--- src/rtl/phy_rx_pkg.sv ---
// Shared widths, un-stripe FSM encoding and default buffer depth for the phy_rx receive datapath.
package phy_rx_pkg;
    localparam int BYTE_W        = 8;
    localparam int WORD_W        = 32;
    localparam int BUF_DEPTH_DEF = 2;

    typedef enum logic {
        EXP_L0 = 1'b0,
        EXP_L1 = 1'b1
    } state_t;
endpackage

--- src/rtl/mux_8_32.sv ---
// Per-lane byte collector (MSB-first 8->32) feeding a BUF_DEPTH-entry word FIFO.
module mux_8_32
    import phy_rx_pkg::*;
#(
    parameter int BUF_DEPTH = BUF_DEPTH_DEF
) (
    input  logic              clk,
    input  logic              rst_n,
    input  logic [BYTE_W-1:0] data,
    input  logic              valid,
    input  logic              pop,
    output logic [WORD_W-1:0] word,
    output logic              empty,
    output logic              full,
    output logic              drop
);
    localparam int AW = $clog2(BUF_DEPTH);

    logic [1:0]               cnt;
    logic [WORD_W-BYTE_W-1:0] shreg;
    logic [WORD_W-1:0]        mem [BUF_DEPTH];
    logic [AW-1:0]            wr_ptr;
    logic [AW-1:0]            rd_ptr;
    logic [AW:0]              count;
    logic                     complete;
    logic                     do_pop;
    logic                     push;

    assign empty    = (count == '0);
    assign full     = (count == (AW+1)'(BUF_DEPTH));
    assign complete = valid && (cnt == 2'd3);
    assign do_pop   = pop && !empty;
    // A full FIFO still takes the new word when a slot frees on the same edge.
    assign push     = complete && (!full || do_pop);
    assign drop     = complete && !push;
    assign word     = mem[rd_ptr];

    always_ff @(posedge clk or negedge rst_n) begin
        if (!rst_n) begin
            cnt    <= '0;
            wr_ptr <= '0;
            rd_ptr <= '0;
            count  <= '0;
        end else begin
            if (valid)
                cnt <= cnt + 2'd1;
            if (push)
                wr_ptr <= wr_ptr + 1'b1;
            if (do_pop)
                rd_ptr <= rd_ptr + 1'b1;
            case ({push, do_pop})
                2'b10:   count <= count + 1'b1;
                2'b01:   count <= count - 1'b1;
                default: count <= count;
            endcase
        end
    end

    // Only the first three bytes are held; the fourth goes straight into the FIFO.
    always_ff @(posedge clk) begin
        if (valid && (cnt != 2'd3))
            shreg <= {shreg[WORD_W-2*BYTE_W-1:0], data};
        if (push)
            mem[wr_ptr] <= {shreg, data};
    end
endmodule

--- src/rtl/phy_rx.sv ---
// Two-lane receive PHY: per-lane 8->32 collectors and a strict L0/L1 un-stripe stage.
// Optional sticky error flag (FIFO drop / lane skew) enabled by defining PHY_RX_ERR_EN.
module phy_rx
    import phy_rx_pkg::*;
#(
    parameter int BUF_DEPTH = BUF_DEPTH_DEF
) (
    input  logic              clk_4f,
    input  logic              reset,
    input  logic [BYTE_W-1:0] data_in_0,
    input  logic              valid_in0,
    input  logic [BYTE_W-1:0] data_in_1,
    input  logic              valid_in1,
    output logic [WORD_W-1:0] data_out,
    output logic              valid_out,
    output logic              err
);
    state_t            state;
    logic [WORD_W-1:0] word0, word1;
    logic              empty0, empty1;
    logic              full0, full1;
    logic              drop0, drop1;
    logic              pop0, pop1;

    assign pop0 = (state == EXP_L0) && !empty0;
    assign pop1 = (state == EXP_L1) && !empty1;

    mux_8_32 #(.BUF_DEPTH(BUF_DEPTH)) u_lane0 (
        .clk   (clk_4f),
        .rst_n (reset),
        .data  (data_in_0),
        .valid (valid_in0),
        .pop   (pop0),
        .word  (word0),
        .empty (empty0),
        .full  (full0),
        .drop  (drop0)
    );

    mux_8_32 #(.BUF_DEPTH(BUF_DEPTH)) u_lane1 (
        .clk   (clk_4f),
        .rst_n (reset),
        .data  (data_in_1),
        .valid (valid_in1),
        .pop   (pop1),
        .word  (word1),
        .empty (empty1),
        .full  (full1),
        .drop  (drop1)
    );

    always_ff @(posedge clk_4f or negedge reset) begin
        if (!reset) begin
            state     <= EXP_L0;
            data_out  <= '0;
            valid_out <= 1'b0;
        end else begin
            valid_out <= 1'b0;
            case (state)
                EXP_L0: if (!empty0) begin
                    data_out  <= word0;
                    valid_out <= 1'b1;
                    state     <= EXP_L1;
                end
                EXP_L1: if (!empty1) begin
                    data_out  <= word1;
                    valid_out <= 1'b1;
                    state     <= EXP_L0;
                end
                default: state <= EXP_L0;
            endcase
        end
    end

`ifdef PHY_RX_ERR_EN
    logic err_q;

    always_ff @(posedge clk_4f or negedge reset) begin
        if (!reset)
            err_q <= 1'b0;
        else if (drop0 || drop1 || (full0 && empty1) || (full1 && empty0))
            err_q <= 1'b1;
    end

    assign err = err_q;
`else
    logic unused_err_src;

    assign unused_err_src = ^{drop0, drop1, full0, full1};
    assign err            = 1'b0;
`endif
endmodule

--- config.mk ---
export PLATFORM = sky130hd
export DESIGN_NAME = phy_rx
export DESIGN_NICKNAME = d
export VERILOG_FILES = /design/src/rtl/phy_rx_pkg.sv /design/src/rtl/mux_8_32.sv /design/src/rtl/phy_rx.sv
export SDC_FILE = /design/constraint.sdc
export NUM_CORES = 1
export LEC_CHECK = 0
export CAP_MARGIN = 10
export CORE_ASPECT_RATIO = 0.75
export CORE_MARGIN = 4
export CORE_UTILIZATION = 40
export DETAILED_ROUTE_END_ITERATION = 12
export PLACE_DENSITY = 0.65
export SYNTH_ARGS = -nofsm -noshare
export SYNTH_HDL_FRONTEND = slang
export SYNTH_SLANG_ARGS = --single-unit
export TNS_END_PERCENT = 10
--- constraint.sdc ---
create_clock -name clk_4f -period 2.6 [get_ports clk_4f]
set_input_delay 0.52 -clock clk_4f [delete_from_list [all_inputs] [get_ports clk_4f]]
set_output_delay 0.52 -clock clk_4f [all_outputs]
set_load 0.05 [all_outputs]
Yosys cells after proc, flatten, opt, wreduce, memory -nomap -nowiden
Memories as Yosys holds them, arrays and structs flattened.
Index checks and enable logic that the tools add are counted.

storage, ports and cells
  register bits after elaboration = 94
  bits in writable memories = 128
  word-level logic and storage cells = 73
  memories = 2

operators by class
  $add $sub $neg = 10
  equal/unequal tests = 12
  muxes and demuxes = 14
  bitwise gates (word level) = 1
  reductions and logical operators = 21

memories
  memory       words  bits a word  read ports  clocked after Yosys merged registers in  wr ports  line            source
  u_lane0.mem  2      32           1           0                                        1         mux_8_32.sv:21  logic [WORD_W-1:0] mem [BUF_DEPTH];
  u_lane1.mem  2      32           1           0                                        1         mux_8_32.sv:21

operators with widths
  operator             number
  $mux 32              2
  $pmux 32 s2          1
  $eq 2x2->1 const B   6
  $logic_and 1x1->1    10
  $add 2x1->2 const B  4
  $ne 2x2->1 const B   4
  $pmux 2 s2           2
  $mux 1               7
  $add 1x1->1 const B  4
  $eq 2x1->1 const B   2
  $logic_not 1->1      4
  $logic_not 2->1      2
  $pmux 1 s2           2
  $reduce_bool 2->1    2
  $sub 2x1->2 const B  2
  $logic_or 1x1->1     2
  $reduce_and 2->1     1
  $not 1->1            1

Depth between registers and ports, before layout
Gate-level depths: netlist of the first run.

  depth after elaboration = 8
  gate-level depth with buffers = 8
  depth with buffers taken out = 6

Modules after synthesis
Synthesis of the first run repeated with hierarchy kept, for this count alone.

unflattened totals
  cells, all modules = 459
  area total of the unflattened synthesis = 8719.6 µm²

by module, submodules not included
  module    instances  cells an instance  area an instance (µm²)  sequential area each (µm²)
  mux_8_32  2          155                3355.7                  2792.7
  phy_rx    1          149                2008.2                  850.8

Worst setup path after synthesis of the first run
No wires, ideal clock.

  kind = register to register
  from = register u_lane1.cnt[0]
  to = memory u_lane1.mem[0][0] (enable)
  data arrival time = 2356 ps
  setup slack = -181 ps
  stages on the path, launching flop included = 5
  path buffers = 0
  cells stage by stage = dfrtp_1 ha_1 and2_1 o21a_1 nor2b_1

between the ends
  cells in the longest elaborated chain, start to end = 5

ends and longest elaborated chain
  item                          line            source
  start: declaration            mux_8_32.sv:19  logic [1:0] cnt;
  start signal: assignment      mux_8_32.sv:46  cnt <= cnt + 2'd1;
  $eq 2x2->1                    mux_8_32.sv:31  assign complete = valid && (cnt == 2'd3);
  $logic_and 1x1->1             mux_8_32.sv:31
  $logic_and 1x1->1             mux_8_32.sv:34  assign push = complete && (!full || do_pop);
  $mux 1                        mux_8_32.sv:63  if (push)
  $mux 1 (not written as such)  mux_8_32.sv:64  mem[wr_ptr] <= {shreg, data};
  end: declaration              mux_8_32.sv:21

No other way between the ends.

Final worst setup path of the first run
  from = register data_out[5]
  to = output port data_out[5]

RTL lines
  item                      line          source
  start: declaration        phy_rx.sv:14  output logic [WORD_W-1:0] data_out,
  start signal: assignment  phy_rx.sv:61  data_out <= word0;
  start signal: assignment  phy_rx.sv:66  data_out <= word1;

No word-level cell between the ends.

==> results of run 1 <==
metal layers:
layer  vias to the layer above  routed length, um
met5                         -                  0
met4                         0                217
met3                        17                804
met1                      1927               7810
li1                       1758                  -
met2                        94               6180
registers in the layout (all words and copies together), names as in the netlist:
name	flops
u_lane0.count	2
u_lane0.wr_ptr	1
u_lane1.cnt	2
state	1
u_lane0.cnt	2
u_lane0.mem	64
u_lane1.rd_ptr	1
data_out	32
u_lane1.count	2
u_lane1.shreg	24
u_lane1.wr_ptr	1
u_lane0.shreg	24
u_lane0.rd_ptr	1
valid_out	1
u_lane1.mem	64
placed cells by master, fill, tap and decap left out, types with 4 or more instances in the layout:
master | Yosys | layout
o22ai_1 | 32 | 32
clkdlybuf4s50_1 | 0 | 51
edfxtp_1 | 176 | 176
buf_4 | 1 | 17
mux2i_1 | 64 | 64
xor2_1 | 4 | 4
xnor2_1 | 5 | 5
bufinv_16 | 0 | 4
a21o_1 | 32 | 32
clkbuf_1 | 0 | 5
dfrtp_1 | 46 | 44
clkbuf_16 | 0 | 21
cell families (layout without fill, tap and decap cells):
family / after synthesis / in the layout
AO/OA/AOI/OAI: 73 / 73
XOR/XNOR: 9 / 9
adder cells (fa/ha/maj): 3 / 3
buffers and inverters: 22 / 110
flip-flops: 222 / 222
multiplexers: 66 / 66
other: 1 / 1
AND/OR/NAND/NOR: 18 / 18
final cells by class:
class	count	area, sq um	share of cell area (%)
Clock buffer	29	586	6.11
Clock inverter	8	143	1.49
Inverter	3	11.3	0.117
Multi-Input combinational cell	170	1430	14.9
Sequential cell	222	6440	67.2
Tap cell	253	317	3.30
Timing Repair Buffer	70	663	6.92
power groups by stage:
stage,registers [W],clock network [W],logic (W)
detailed placement,0.00550,0,0.00370
CTS,0.00543,0.00327,0.00372
finish,0.00541,0.00319,0.00368
global route,0.00552,0.00342,0.00393
floorplan,0.00604,0,0.00193
global placement,0.00543,0,0.00365
per-stage QoR:
step,setup slack (ns),instance area (sq um)
floorplan,0.0633,7990
global placement,0.292,8860
detailed placement,0.233,8860
CTS,0.343,9580
global route,0.325,9580
finish,0.399,9580
how the worst max path moves through the flow:
stage	to	slack, ns	depth (start not counted)
after detailed placement	u_lane1.mem[1][5]	0.23	5
after global routing	data_out[5]	0.33	1
after CTS	data_out[5]	0.34	1
after global placement	u_lane1.mem[1][3]	0.29	5
after floorplan	u_lane0.mem[0][0]	0.06	3
final	data_out[5]	0.40	1
==> out/metrics.cfg, run 1 <==
[run_status]
status = finished, final reports clean

[place]
routabilityCongestion = 0.759
place_inst = 718
io_buffers = 52
hpwl_mm = 9.83

[clocking]
cts_max_path_buffers = 3
clkSlewWorstSetupHoldPaths_ns = 0.07
cts_buffers = 21
cts_resized = 0
ctsHoldBuffers = 0
post_cts_buffers = 0
ctsHtreeMaxLevel = 1
insertion_delay_ns = 0.49
cts_tree = yes
cts-root-buf = clkbuf_16
cts_sinks = 222

[routing]
avgRoutedWirePerCell_um = 19.9
drtIter0Drc = 326
dr.pass1.iters = 4
drc_errors = 0
postRouteAntennaNets = 0
finalWirelength_mm = 15.0
viasPerCell = 5.03
num_vias = 3796

[synth]
synth-xor-area-share_pct = 0.987
syn_nets = 437
synth_top_area_share_pct = 66.2
yosys_warnings = 0
netlist_instances = 414
synth.area.mux_share_pct = 8.30
ys_seq_elements = 222
yosys.area.top_type = edfxtp_1
synth_compound_area_share_pct = 6.50
async_reset_ff_share_pct = 20.7
synth-main-ff-cell = edfxtp_1
synthAdderAreaFrac_pct = 0.470
synth-simple-area-share_pct = 1.28
syn_avg_cell_area_sq_um = 19.3
synthTopCellsByArea = edfxtp_1 (66%), dfrtp_1 (14%), mux2i_1 (8.0%)
yosysMostFrequentCell = edfxtp_1
synth_area_sq_um = 7990
synth_common_cells = edfxtp_1 (176), mux2i_1 (64), dfrtp_1 (46)
yosysSeqAreaShare_pct = 80.6
synth-edff-count = 176
yosys.cell_types.count = 32
synth_top_family_by_area = multiplexers

[floorplanning]
die_area_sq_um = 22300
dieWidth_um = 171
start_util_pct = 41.0
row_count = 44
dieHeight_um = 130
pin_count = 54
coreArea_sq_um = 19500

[setup_path]
path_max_fanout = 2
cp_cell_sequence = clkdlybuf4s50_1
slowest_delay_ns = 0.82
path_class = reg2out
cp-start-kind = flip-flop
crit_family = buffers and inverters
r2r_end = data_out[29]
r2r_slack_ns = 0.61
reg2regPathDepth = 3
cp_data_required_time_ns = 2.08
r2r_start = state
critPathLaunch = data_out[5]
cp.buffers_inverters = 1
cp-end-kind = output port
cp_slowest_cell = clkdlybuf4s50_1
worstPathArrival_ns = 1.68

[power]
comb_power_share_pct = 30.0
seq_power_share_pct = 44.0
switching_share_pct = 33.0
p_leak_nw = 3.66
p_sw_w = 0.00406
p_int_w = 0.00823
power_density_nw_per_um2 = 1280
p_clk_share_pct = 26.0
vdd_drop_max_mv = 0.855
power_w = 0.0123

[hold_path]
min_path_type = in2async

[finish]
antenna_cells = 0
num-fill-cells = 1623
final_util_pct = 49.2
layout-drive-gt1-share_pct = 12.5
finalNetCount = 511
fin_cells = 755
area_growth_pct = 20.0

[grt]
grtUsageMet3_pct = 3.13
gr-total-overflow = 0
top_usage_layer = met1
grt_max_degree = 47
antenna_found_initial = 0
grt_pass1_wl_mm = 23.0
track_usage_pct = 13.6
grt.met2_usage_pct = 18.9
gr-usage-met1_pct = 22.0
grt_pass1_vias = 3881

[sta]
period_share_pct = 84.7
finalSetupViolCount = 0
hold-worst-slack_ns = 0.0115
final_hold_viol_count = 0
drv_slew = 0
max_freq_ghz = 0.454
clock_skew_ns = 0.00838
rsz0062_at_grt = no
relSlewSlack_pct = 31.6
tightest_slew_ns = 1.03
fin_tns_setup_ns = 0
period_minus_slack_ns = 2.20

[run]
max_cap_viol_count = 0

Note: power is estimated with default switching activity, not from simulation.
==> run 2, diff against run 1 <==
==> constraint.sdc (replaced) <==
create_clock -name clk_4f -period 1.85 [get_ports clk_4f]
set_input_delay 0.37 -clock clk_4f [delete_from_list [all_inputs] [get_ports clk_4f]]
set_output_delay 0.37 -clock clk_4f [all_outputs]
set_load 0.05 [all_outputs]
==> out/metrics.cfg, run 2 (synthesis results as in run 1) <==
[run_status]
status = finished, final reports clean

[clocking]
cts_buffers = 22  ; +4.8%
cts-root-buf = clkbuf_16
cts_resized = 0  ; unchanged
cts_sinks = 222  ; unchanged
ctsHoldBuffers = 1  ; +1
cts_tree = yes
cts_max_path_buffers = 3  ; unchanged
insertion_delay_ns = 0.50  ; about the same
ctsHtreeMaxLevel = 1  ; unchanged
post_cts_buffers = 0  ; unchanged
clkSlewWorstSetupHoldPaths_ns = 0.06  ; about the same

[power]
p_int_w = 0.0114  ; +39%
p_clk_share_pct = 24.9  ; -1.1 points
p_sw_w = 0.00568  ; +40%
p_leak_nw = 3.75  ; +2.4%
comb_power_share_pct = 31.8  ; +1.8 points
switching_share_pct = 33.2  ; +0.21 points
vdd_drop_max_mv = 1.14  ; +34%
power_density_nw_per_um2 = 1770  ; +38%
seq_power_share_pct = 43.3  ; -0.7 points

[grt]
grt_max_degree = 47  ; unchanged
grt_pass1_wl_mm = 22.5  ; -2.0%
gr-total-overflow = 0  ; unchanged
grt_pass1_vias = 3971  ; +2.3%
antenna_found_initial = 0  ; unchanged
track_usage_pct = 13.0  ; -0.55 points

[floorplanning]
row_count = 44  ; unchanged
die_area_sq_um = 22300  ; unchanged
dieWidth_um = 171  ; unchanged
coreArea_sq_um = 19500  ; unchanged
start_util_pct = 41.0  ; unchanged
pin_count = 54  ; unchanged
dieHeight_um = 130  ; unchanged

[hold_path]
min_path_type = in2async

[sta]
fin_tns_setup_ns = 0  ; unchanged
finalSetupViolCount = 0  ; unchanged
relSlewSlack_pct = 47.2  ; +16 points
hold-worst-slack_ns = 0.414  ; +0.402 ns
final_hold_viol_count = 0  ; unchanged
period_minus_slack_ns = 1.70
period_share_pct = 92.1
clock_skew_ns = 0.0161  ; +0.00775 ns
drv_slew = 0  ; unchanged
tightest_slew_ns = 0.791  ; -0.234 ns
max_freq_ghz = 0.587
rsz0062_at_grt = no
fin_ws_ns = 0.146  ; -0.252 ns

[setup_path]
r2r_start = state
cp_cell_sequence = o31ai_4 -> buf_12 -> a21o_1
crit_family = compound AO/OA/AOI/OAI gates
critPathLaunch = state
cp_data_required_time_ns = 2.27  ; +0.19 ns
cp-end-kind = flip-flop
slowest_delay_ns = 0.76  ; -0.06 ns
path_max_fanout = 20  ; +18
cp.buffers_inverters = 1  ; unchanged
cp-start-kind = flip-flop
path_class = reg2reg
cp_slowest_cell = o31ai_4
worstPathArrival_ns = 2.13  ; +0.45 ns

[finish]
layout-drive-gt1-share_pct = 19.9  ; +7.4 points
final_cell_mix = edfxtp_1 (176), mux2i_1 (64), dfrtp_1 (44)
fin_cells = 760  ; +0.66%
layout_commonest_cell = edfxtp_1
antenna_cells = 0  ; unchanged
area_growth_pct = 20.7
reg_top3 = u_lane0.mem: 64 flops, u_lane1.mem: 64 flops, data_out: 32 flops
finalNetCount = 514  ; +0.59%

[routing]
viasPerCell = 5.03  ; about the same
num_vias = 3819  ; +0.61%
dr.pass1.iters = 5  ; +1
drc_errors = 0  ; unchanged
drtIter0Drc = 289  ; -11%
postRouteAntennaNets = 0  ; unchanged
finalWirelength_mm = 14.2  ; -5.5%
avgRoutedWirePerCell_um = 18.7  ; -6.1%

[place]
io_buffers = 52  ; unchanged
place_inst = 719  ; +0.14%
hpwl_mm = 9.05  ; -7.9%
dp_slack_ns = -0.0480  ; -0.281 ns
routabilityCongestion = 0.710  ; -6.4%

[run]
max_cap_viol_count = 0  ; unchanged

==> run 2: cell count changes in the layout (fill, tap and decap cells not counted), sizes merged <==
cell and delta:
dlygate4sd3 +1, clkinvlp +1, bufinv -3, buf +34, clkdlybuf4s50 -33, clkinv +7
clkbuf -1, inv -1
==> run 2: metrics by stage <==
| step | cell area [sq um] | total power, W | util [%] |
|---|---|---|---|
| after CTS | 9640 | 0.0174 | 49.5 |
| after global placement | 8920 | 0.0129 | 45.8 |
| after detailed placement | 8920 | 0.0131 | 45.8 |
| after floorplan | 8000 | 0.0112 | - |
| after global routing | 9640 | 0.0180 | 49.5 |
| final | 9640 | 0.0171 | 49.5 |
==> run 2: cell type report <==
cell class / count / area (sq um)
Clock inverter: 12 / 87.6
Timing Repair Buffer: 72 / 736
Sequential cell: 222 / 6440
Clock buffer: 28 / 624
Inverter: 3 / 11.3
Tap cell: 253 / 317
Fill cell: 1609 / 9850
Multi-Input combinational cell: 170 / 1430
==> run 2: final timing paths <==
path,to,slack (ns),depth (start not counted)
hold / removal,data_out[0],0.41,3
setup reg to reg,data_out[26],0.15,3
min in group clk_4f,u_lane1.mem[0][30],0.45,0
setup / recovery,data_out[26],0.15,3
hold reg to reg,u_lane1.mem[0][30],0.45,0
max in group asynchronous,u_lane1.rd_ptr,1.20,3
==> run 2: worst reg2reg max path, cell delays in order, from the launching register on <==
cell	delay, ns
dfrtp_1	0.50
o31ai_4	0.76
buf_12	0.25
a21o_1	0.14
==> run 2: power groups by stage <==
stage	clock [W]	sequential, W	combinational, W
floorplan	0	0.00849	0.00272
finish	0.00426	0.00740	0.00544
CTS	0.00439	0.00741	0.00557
global placement	0	0.00745	0.00545
global route	0.00458	0.00752	0.00588
detailed placement	0	0.00750	0.00555
==> run 2: routing by layer <==
layer,wire length [um],track usage [%],part of all wire (%),vias up
li1,-,-,-,1773
met1,6910,20.4,49,1922
met2,6150,19.0,43,104
met3,897,2.62,6.3,20
met4,225,2.93,1.6,0
met5,0,0,0,-
